File: src/rtl/timer_pkg.sv
// rtl/timer_pkg.sv - shared BCD types and limits for the time-of-day counter
package timer_pkg;

  typedef logic [3:0] bcd_t;

  localparam bcd_t UNITS_MAX      = 4'd9;
  localparam bcd_t SEC_MAX_TENS   = 4'd5;
  localparam bcd_t SEC_MAX_UNITS  = 4'd9;
  localparam bcd_t MIN_MAX_TENS   = SEC_MAX_TENS;
  localparam bcd_t MIN_MAX_UNITS  = SEC_MAX_UNITS;
  localparam bcd_t HOUR_MAX_TENS  = 4'd2;
  localparam bcd_t HOUR_MAX_UNITS = 4'd3;

  function automatic logic bcd_is(input bcd_t tens, input bcd_t units,
                                  input bcd_t ref_tens, input bcd_t ref_units);
    return (tens == ref_tens) && (units == ref_units);
  endfunction

endpackage

File: src/rtl/timer_time_counter_bcd_counter60.sv
// rtl/timer_time_counter_bcd_counter60.sv - enabled BCD 00..59 counter with registered wrap pulse
module bcd_counter60
  import timer_pkg::*;
(
  input  logic clk,
  input  logic rst_n,
  input  logic en,
  input  logic wrap_en,
  output bcd_t tens,
  output bcd_t units,
  output logic wrap
);

  bcd_t tens_q, tens_d;
  bcd_t units_q, units_d;
  logic wrap_q, wrap_d;
  logic at_max;

  always_comb begin
    at_max  = bcd_is(tens_q, units_q, MIN_MAX_TENS, MIN_MAX_UNITS);
    tens_d  = tens_q;
    units_d = units_q;
    wrap_d  = 1'b0;
    if (en) begin
      if (at_max) begin
        tens_d  = '0;
        units_d = '0;
        // wrap_en lets the caller hide wraps that were not produced by counting
        wrap_d  = wrap_en;
      end else if (units_q == UNITS_MAX) begin
        tens_d  = tens_q + 4'd1;
        units_d = '0;
      end else begin
        units_d = units_q + 4'd1;
      end
    end
  end

  always_ff @(posedge clk or negedge rst_n) begin
    if (!rst_n) begin
      tens_q  <= '0;
      units_q <= '0;
      wrap_q  <= 1'b0;
    end else begin
      tens_q  <= tens_d;
      units_q <= units_d;
      wrap_q  <= wrap_d;
    end
  end

  assign tens  = tens_q;
  assign units = units_q;
  assign wrap  = wrap_q;

endmodule

File: src/rtl/timer_time_counter.sv
// rtl/timer_time_counter.sv - 24-hour BCD HH:MM:SS counter with 1 Hz prescaler and set-key handling
module timer_time_counter
  import timer_pkg::*;
#(
  parameter int unsigned TICK_DIV = 50_000_000
) (
  input  logic clk,
  input  logic rst_n,
  input  logic min,
  input  logic hour,
  input  logic set_key,
  output bcd_t s1,
  output bcd_t s2,
  output bcd_t m1,
  output bcd_t m2,
  output bcd_t h1,
  output bcd_t h2,
  output logic tick,
  output logic sec_wrap,
  output logic min_wrap,
  output logic eoh
);

  localparam int unsigned CW = $clog2(TICK_DIV);
  localparam logic [CW-1:0] CNT_LAST = CW'(TICK_DIV - 1);

  logic [CW-1:0] cnt_q, cnt_d;
  logic tick_q, tick_d;
  logic sync1_q, sync2_q, sync3_q;
  logic set_pulse;
  bcd_t h1_q, h1_d, h2_q, h2_d;
  logic sec_carry, min_en, min_carry, hour_en;

  // prescaler: tick is registered, so it rises the cycle after the count hits its last value
  always_comb begin
    cnt_d  = (cnt_q == CNT_LAST) ? '0 : cnt_q + CW'(1);
    tick_d = (cnt_q == CNT_LAST);
  end

  assign set_pulse = sync2_q & ~sync3_q;
  assign sec_carry = tick_q & bcd_is(s1, s2, SEC_MAX_TENS, SEC_MAX_UNITS);

  // minute-set steals the minute enable from the seconds carry
  always_comb begin
    min_en    = min ? set_pulse : sec_carry;
    min_carry = min_en & bcd_is(m1, m2, MIN_MAX_TENS, MIN_MAX_UNITS);
    if (min) begin
      hour_en = 1'b0;
    end else if (hour) begin
      hour_en = set_pulse;
    end else begin
      hour_en = min_carry;
    end
  end

  always_comb begin
    h1_d = h1_q;
    h2_d = h2_q;
    if (hour_en) begin
      if (bcd_is(h1_q, h2_q, HOUR_MAX_TENS, HOUR_MAX_UNITS)) begin
        h1_d = '0;
        h2_d = '0;
      end else if (h2_q == UNITS_MAX) begin
        h1_d = h1_q + 4'd1;
        h2_d = '0;
      end else begin
        h2_d = h2_q + 4'd1;
      end
    end
  end

  always_ff @(posedge clk or negedge rst_n) begin
    if (!rst_n) begin
      cnt_q   <= '0;
      tick_q  <= 1'b0;
      sync1_q <= 1'b0;
      sync2_q <= 1'b0;
      sync3_q <= 1'b0;
      h1_q    <= '0;
      h2_q    <= '0;
    end else begin
      cnt_q   <= cnt_d;
      tick_q  <= tick_d;
      sync1_q <= set_key;
      sync2_q <= sync1_q;
      sync3_q <= sync2_q;
      h1_q    <= h1_d;
      h2_q    <= h2_d;
    end
  end

  bcd_counter60 u_sec (
    .clk     (clk),
    .rst_n   (rst_n),
    .en      (tick_q),
    .wrap_en (1'b1),
    .tens    (s1),
    .units   (s2),
    .wrap    (sec_wrap)
  );

  bcd_counter60 u_min (
    .clk     (clk),
    .rst_n   (rst_n),
    .en      (min_en),
    .wrap_en (~min),
    .tens    (m1),
    .units   (m2),
    .wrap    (min_wrap)
  );

  assign h1   = h1_q;
  assign h2   = h2_q;
  assign tick = tick_q;
  assign eoh  = bcd_is(m1, m2, MIN_MAX_TENS, MIN_MAX_UNITS) &
                bcd_is(s1, s2, SEC_MAX_TENS, SEC_MAX_UNITS);

endmodule

File: config.mk
export PLATFORM = sky130hd
export DESIGN_NAME = timer_time_counter
export DESIGN_NICKNAME = d
export VERILOG_FILES = /design/src/rtl/timer_pkg.sv /design/src/rtl/timer_time_counter_bcd_counter60.sv /design/src/rtl/timer_time_counter.sv
export SDC_FILE = /design/constraint.sdc
export NUM_CORES = 1
export LEC_CHECK = 0
export CAP_MARGIN = 15
export CORE_ASPECT_RATIO = 0.6
export CORE_UTILIZATION = 48
export CTS_CLUSTER_SIZE = 14
export DETAILED_ROUTE_END_ITERATION = 8
export GPL_ROUTABILITY_DRIVEN = 0
export MAX_ROUTING_LAYER = met4
export PLACE_DENSITY_LB_ADDON = 0.08
export SETUP_SLACK_MARGIN = 0.02
export SLEW_MARGIN = 40
export SYNTH_ARGS = -nofsm -noshare
export SYNTH_HDL_FRONTEND = slang
export SYNTH_SLANG_ARGS = --single-unit
File: constraint.sdc
create_clock -name clk -period 4.63 [get_ports clk]
set_input_delay 0.926 -clock clk [delete_from_list [all_inputs] [get_ports clk]]
set_output_delay 0.926 -clock clk [all_outputs]
set_load 0.1 [all_outputs]
* Word-level counts from Yosys, hierarchy flattened
Index checks and enable logic that the tools add are counted.
** Word-level totals
- Logic and storage cells :: 63
- Input bits :: 5
- Flip-flop bits (word level) :: 56
** Cells by class
- Reduce and logical (&&, ||, !) cells :: 9
- Bitwise logic cells :: 6
- Equality and inequality tests :: 8
- Mux-type cells :: 20
- $add $sub $neg :: 7
** Operators by type and width (count)
- $mux W4 :: 12
- $add A26 B1 Y26 const B :: 1
- $eq A26 B26 Y1 const B :: 1
- $mux W26 :: 1
- $add A4 B1 Y4 const B :: 6
- $eq A4 B4 Y1 const B :: 3
- $eq A4 B2 Y1 const B :: 2
- $eq A4 B3 Y1 const B :: 2
- $mux W1 :: 7
- $reduce_and A2 Y1 :: 3
- $reduce_bool A2 Y1 :: 3
- $and A1 B1 Y1 :: 4
- $logic_and A1 B1 Y1 :: 3
- $not A1 Y1 :: 2

* Depth between registers and ports, before layout
- Word-level depth :: 8
- Depth in mapped cells :: 7
- Mapped depth without buffers :: 6

* Cells and area by module
From an unflattened synthesis, not the netlist that was laid out.
** Second synthesis, totals
- Cell total of the unflattened synthesis :: 276
- Area total of the unflattened synthesis :: 2920.3 um^2
** By module, submodules not included
- timer_time_counter :: times used 1, area an instance 1926.8 um^2, cells each 180, sequential area each 950.9 um^2
- bcd_counter60 :: times used 2, area an instance 496.7 um^2, cells each 48, sequential area each 225.2 um^2

* Worst setup path after synthesis
No wires, ideal clock.
- Kind :: register -> output
- Start point :: reg u_min.units_q[0] (netlist: u_min.units[0])
- End point :: out eoh
- Setup slack :: -0.996 ns
- Data required time :: 3.704 ns
- Data arrival time :: 4.700 ns
- Cell stages (with the launch flop) :: 6
- Cell sequence :: dfrtp_1 > ha_1 > and3b_1 > clkbuf_1 > nand2_1 > nor4_1
** Between the ends
- Cells in the longest elaborated chain, start to end :: 3
** RTL lines
- start, declared :: line timer_time_counter_bcd_counter60.sv:15 : bcd_t units_q, units_d;
- start signal, assigned :: line timer_time_counter_bcd_counter60.sv:46 : units_q <= units_d;
- $eq A4 B4 Y1 :: line timer_pkg.sv:16 : return (tens == ref_tens) && (units == ref_units);
- $logic_and A1 B1 Y1 :: line timer_pkg.sv:16
- $and A1 B1 Y1 :: line timer_time_counter.sv:115 : assign eoh = bcd_is(m1, m2, MIN_MAX_TENS, MIN_MAX_UNITS) &
- end, declared :: line timer_time_counter.sv:21 : output logic eoh
Every way passes these cells.

* Final worst setup path
Same ends and word-level chain as after synthesis.

==> metrics.yaml <==
multiInputGateArea_um2: 1470
cp_data_required_time_ns: 3.70
grt_max_degree: 57
r2r_slack_ns: 2.26
clk_pin_slew_ns: 0.09
slowest_stage: "dfrtp_1"
synth-seq-area-share_pct: 48.1
async_reset_ff_share_pct: 100
timing.max_slew.rel_slack_pct: 53.1
regArea_um2: 1400
max_freq_ghz: 0.324
die_area_um2: 6400
coreArea_um2: 5700
initial_core_util_pct: 51.1
nFillCells: 534
irDropWorstVdd_mv: 0.412
cp_num_buf_inv: 1
synth-seq-cells: 56
critical_path.startpoint: "u_min.units[0]"
synth_compound_area_share_pct: 9.53
wl_met3_um: 258
cts-root-buf: "clkbuf_8"
h-tree-depth: 2
antenna_found_initial: 0
cp-start-kind: "flip-flop"
r2r_start: "u_min.units[0]"
fin_util_pct: 57.4
synthMuxAreaShare_pct: 5.24
yosysMostFrequentCell: "dfrtp_1"
cts_tree: "built"
syn_area_per_cell_um2: 10.2
vias: 2247
crit_chain: "ha_1 > and3b_1 > nand2_1 > nor4_2 > buf_4"
synthAdderAreaFrac_pct: 5.58
cts.sinks: 56
synthTopCellsByArea: "dfrtp_1 48%, ha_1 5.6%, mux2_2 3.9%, nand2_1 3.3%, nand3_1 3.3%"
top_layer: "met4"
synth_top_cell_by_area: "dfrtp_1"
drv_slew: 0
post_cts_resized: 0
ctsHoldBuffers: 0
die_h_um: 62.4
min_path_type: "flip-flop to flip-flop"
dpl.hpwl_um: 4420
nNetsFinal: 339
antenna-diode-count: 0
synth_xor_area_share_pct: 4.81
cellLeakagePower_nw: 1.48
cts_setup_buffers: 0
wl_per_cell_um: 15.1
cp-end-kind: "output port"
cts_buffers: 5
crit_family: "simple AND/OR/NAND/NOR gates"
grt-ovfl-total: 0
drt-initial-drc-count: 129
synth-main-ff-cell: "dfrtp_1"
crit_type: "flip-flop to output port"
yosysUniqueCellTypes: 46
critPathMaxFanout: 11
synth_common_cells: "56 x dfrtp_1, 26 x nand2_1, 19 x nand3_1"
status: "completed"
rsz0062_at_grt: "false"
ys_warn_count: 0
min_from: "sync1_q"
finalPower_mw: 1.28
synth-simple-area-share_pct: 24.3
critPathArrivalTime_ns: 2.16
period_share_pct: 66.6
post-route-min-period_ns: 3.08
cts_buffer_depth: 2
worstMarginPinSlew_ns: 0.704
drc: 0
io_pins: 33
grt_pass1_vias: 2011
dr.pass1.iters: 4
clk_latency_ns: 0.30
skew_ns: 0.0112
die_w_um: 103
numPortBuffers: 32
max_stage_delay_ns: 0.47
syn-cell-area_um2: 2920
timing_hold_violations_final: 0
setup_violations: 0
tns_ns: 0
drt_wl_total_um: 6060
vias_per_cell: 5.60
drt-met1-wl_um: 3510
area_growth_pct: 12.2
ant_nets: 0
postSynthCellCount: 287
power.density_nw_per_um2: 391
synth_top_area_share_pct: 48.1
grt_usage_pct: 21.6
drive_gt1_share_pct: 15.9
synth_nets: 305
drv_cap: 0
synth_top_family_by_area: "simple AND/OR/NAND/NOR gates"
grt_pass1_wl_um: 10300
synth-edff-count: 0
rows: 21
met2_length_um: 2280
per-layer routing:
metal / vias to the layer above / global-route usage [%]
met3: 2 / 4.05
li1: 1124 / -
met5: - / -
met4: 0 / 2.68
met2: 35 / 26.6
met1: 1086 / 36.5
where the power goes:
group / total (mW) / switching, mW / internal [mW]
clock network: 0.250 / 0.147 / 0.103
logic: 0.444 / 0.352 / 0.0917
registers: 0.586 / 0.0598 / 0.526
registers in the layout, summed over array words and instances, names as in the netlist:
signal	flops
tick	1
u_sec.units	4
cnt_q	26
u_min.wrap	1
sync1_q	1
u_sec.tens	4
sync3_q	1
h2	4
h1	4
sync2_q	1
u_sec.wrap	1
u_min.tens	4
u_min.units	4
worst reg2reg max path: stages, from the launching register on:
cell and delay [ns]:
dfrtp_1 0.47, ha_1 0.19, and3b_1 0.40, nand4_1 0.31, a2111oi_0 0.51, mux2_2 0.38
per-stage QoR:
stage | setup WS (ns) | instance area [um^2] | hold WS [ns] | std cells
5_1_grt | 1.38 | 3270 | 0.363 | 401
6_report | 1.55 | 3270 | 0.361 | 401
3_5_place_dp | 1.71 | 3190 | 0.340 | 394
3_3_place_gp | 1.76 | 3320 | 0.335 | 394
2_1_floorplan | 0.161 | 2920 | 0.331 | 287
4_1_cts | 1.56 | 3260 | 0.361 | 401
final cells by class:
class | instances | area share [%]
Sequential cell | 56 | 42.8
Inverter | 11 | 1.26
Clock inverter | 1 | 0.153
Clock buffer | 6 | 2.22
Multi-Input combinational cell | 214 | 44.8
Tap cell | 80 | 3.06
Timing Repair Buffer | 33 | 5.66
worst paths after layout:
check,cells past startpoint,endpoint
worst max-delay path,5,eoh
worst min-delay path,0,sync2_q
worst max register to register,5,h1[2]
worst min register to register,0,sync2_q
max in group asynchronous,2,h1[2]
min in group asynchronous,2,u_sec.tens[2]
kinds of logic (layout without fill, tap and decap cells):
group,Yosys count,after routing
mux,14,14
flops,56,56
compound gates,44,44
buf+inv,17,51
simple gates,127,127
xor+xnor,16,16
fa+ha+maj,13,13
cells in the final DEF, fill, tap and decap left out, types with 4 or more instances in the layout:
cell      Yosys  layout
a21oi_1       6       6
and3_1        7       7
buf_2         1      28
clkbuf_8      0       5
dfrtp_1      56      56
ha_1         13      13
inv_1        11      11
mux2_2       10      10
mux2i_1       4       4
nand2_1      26      26
nand2b_1      4       4
nand3_1      19      19
nand4_1       9       9
nor2_1       17      17
nor3_1        9       8
nor4_1        6       4
o21ai_0      17      17
o31ai_1       4       4
or3_1         4       4
or4_1         4       4
xnor2_1       9       9
xor2_1        7       7
No activity file was read; power rests on OpenSTA's default activity.
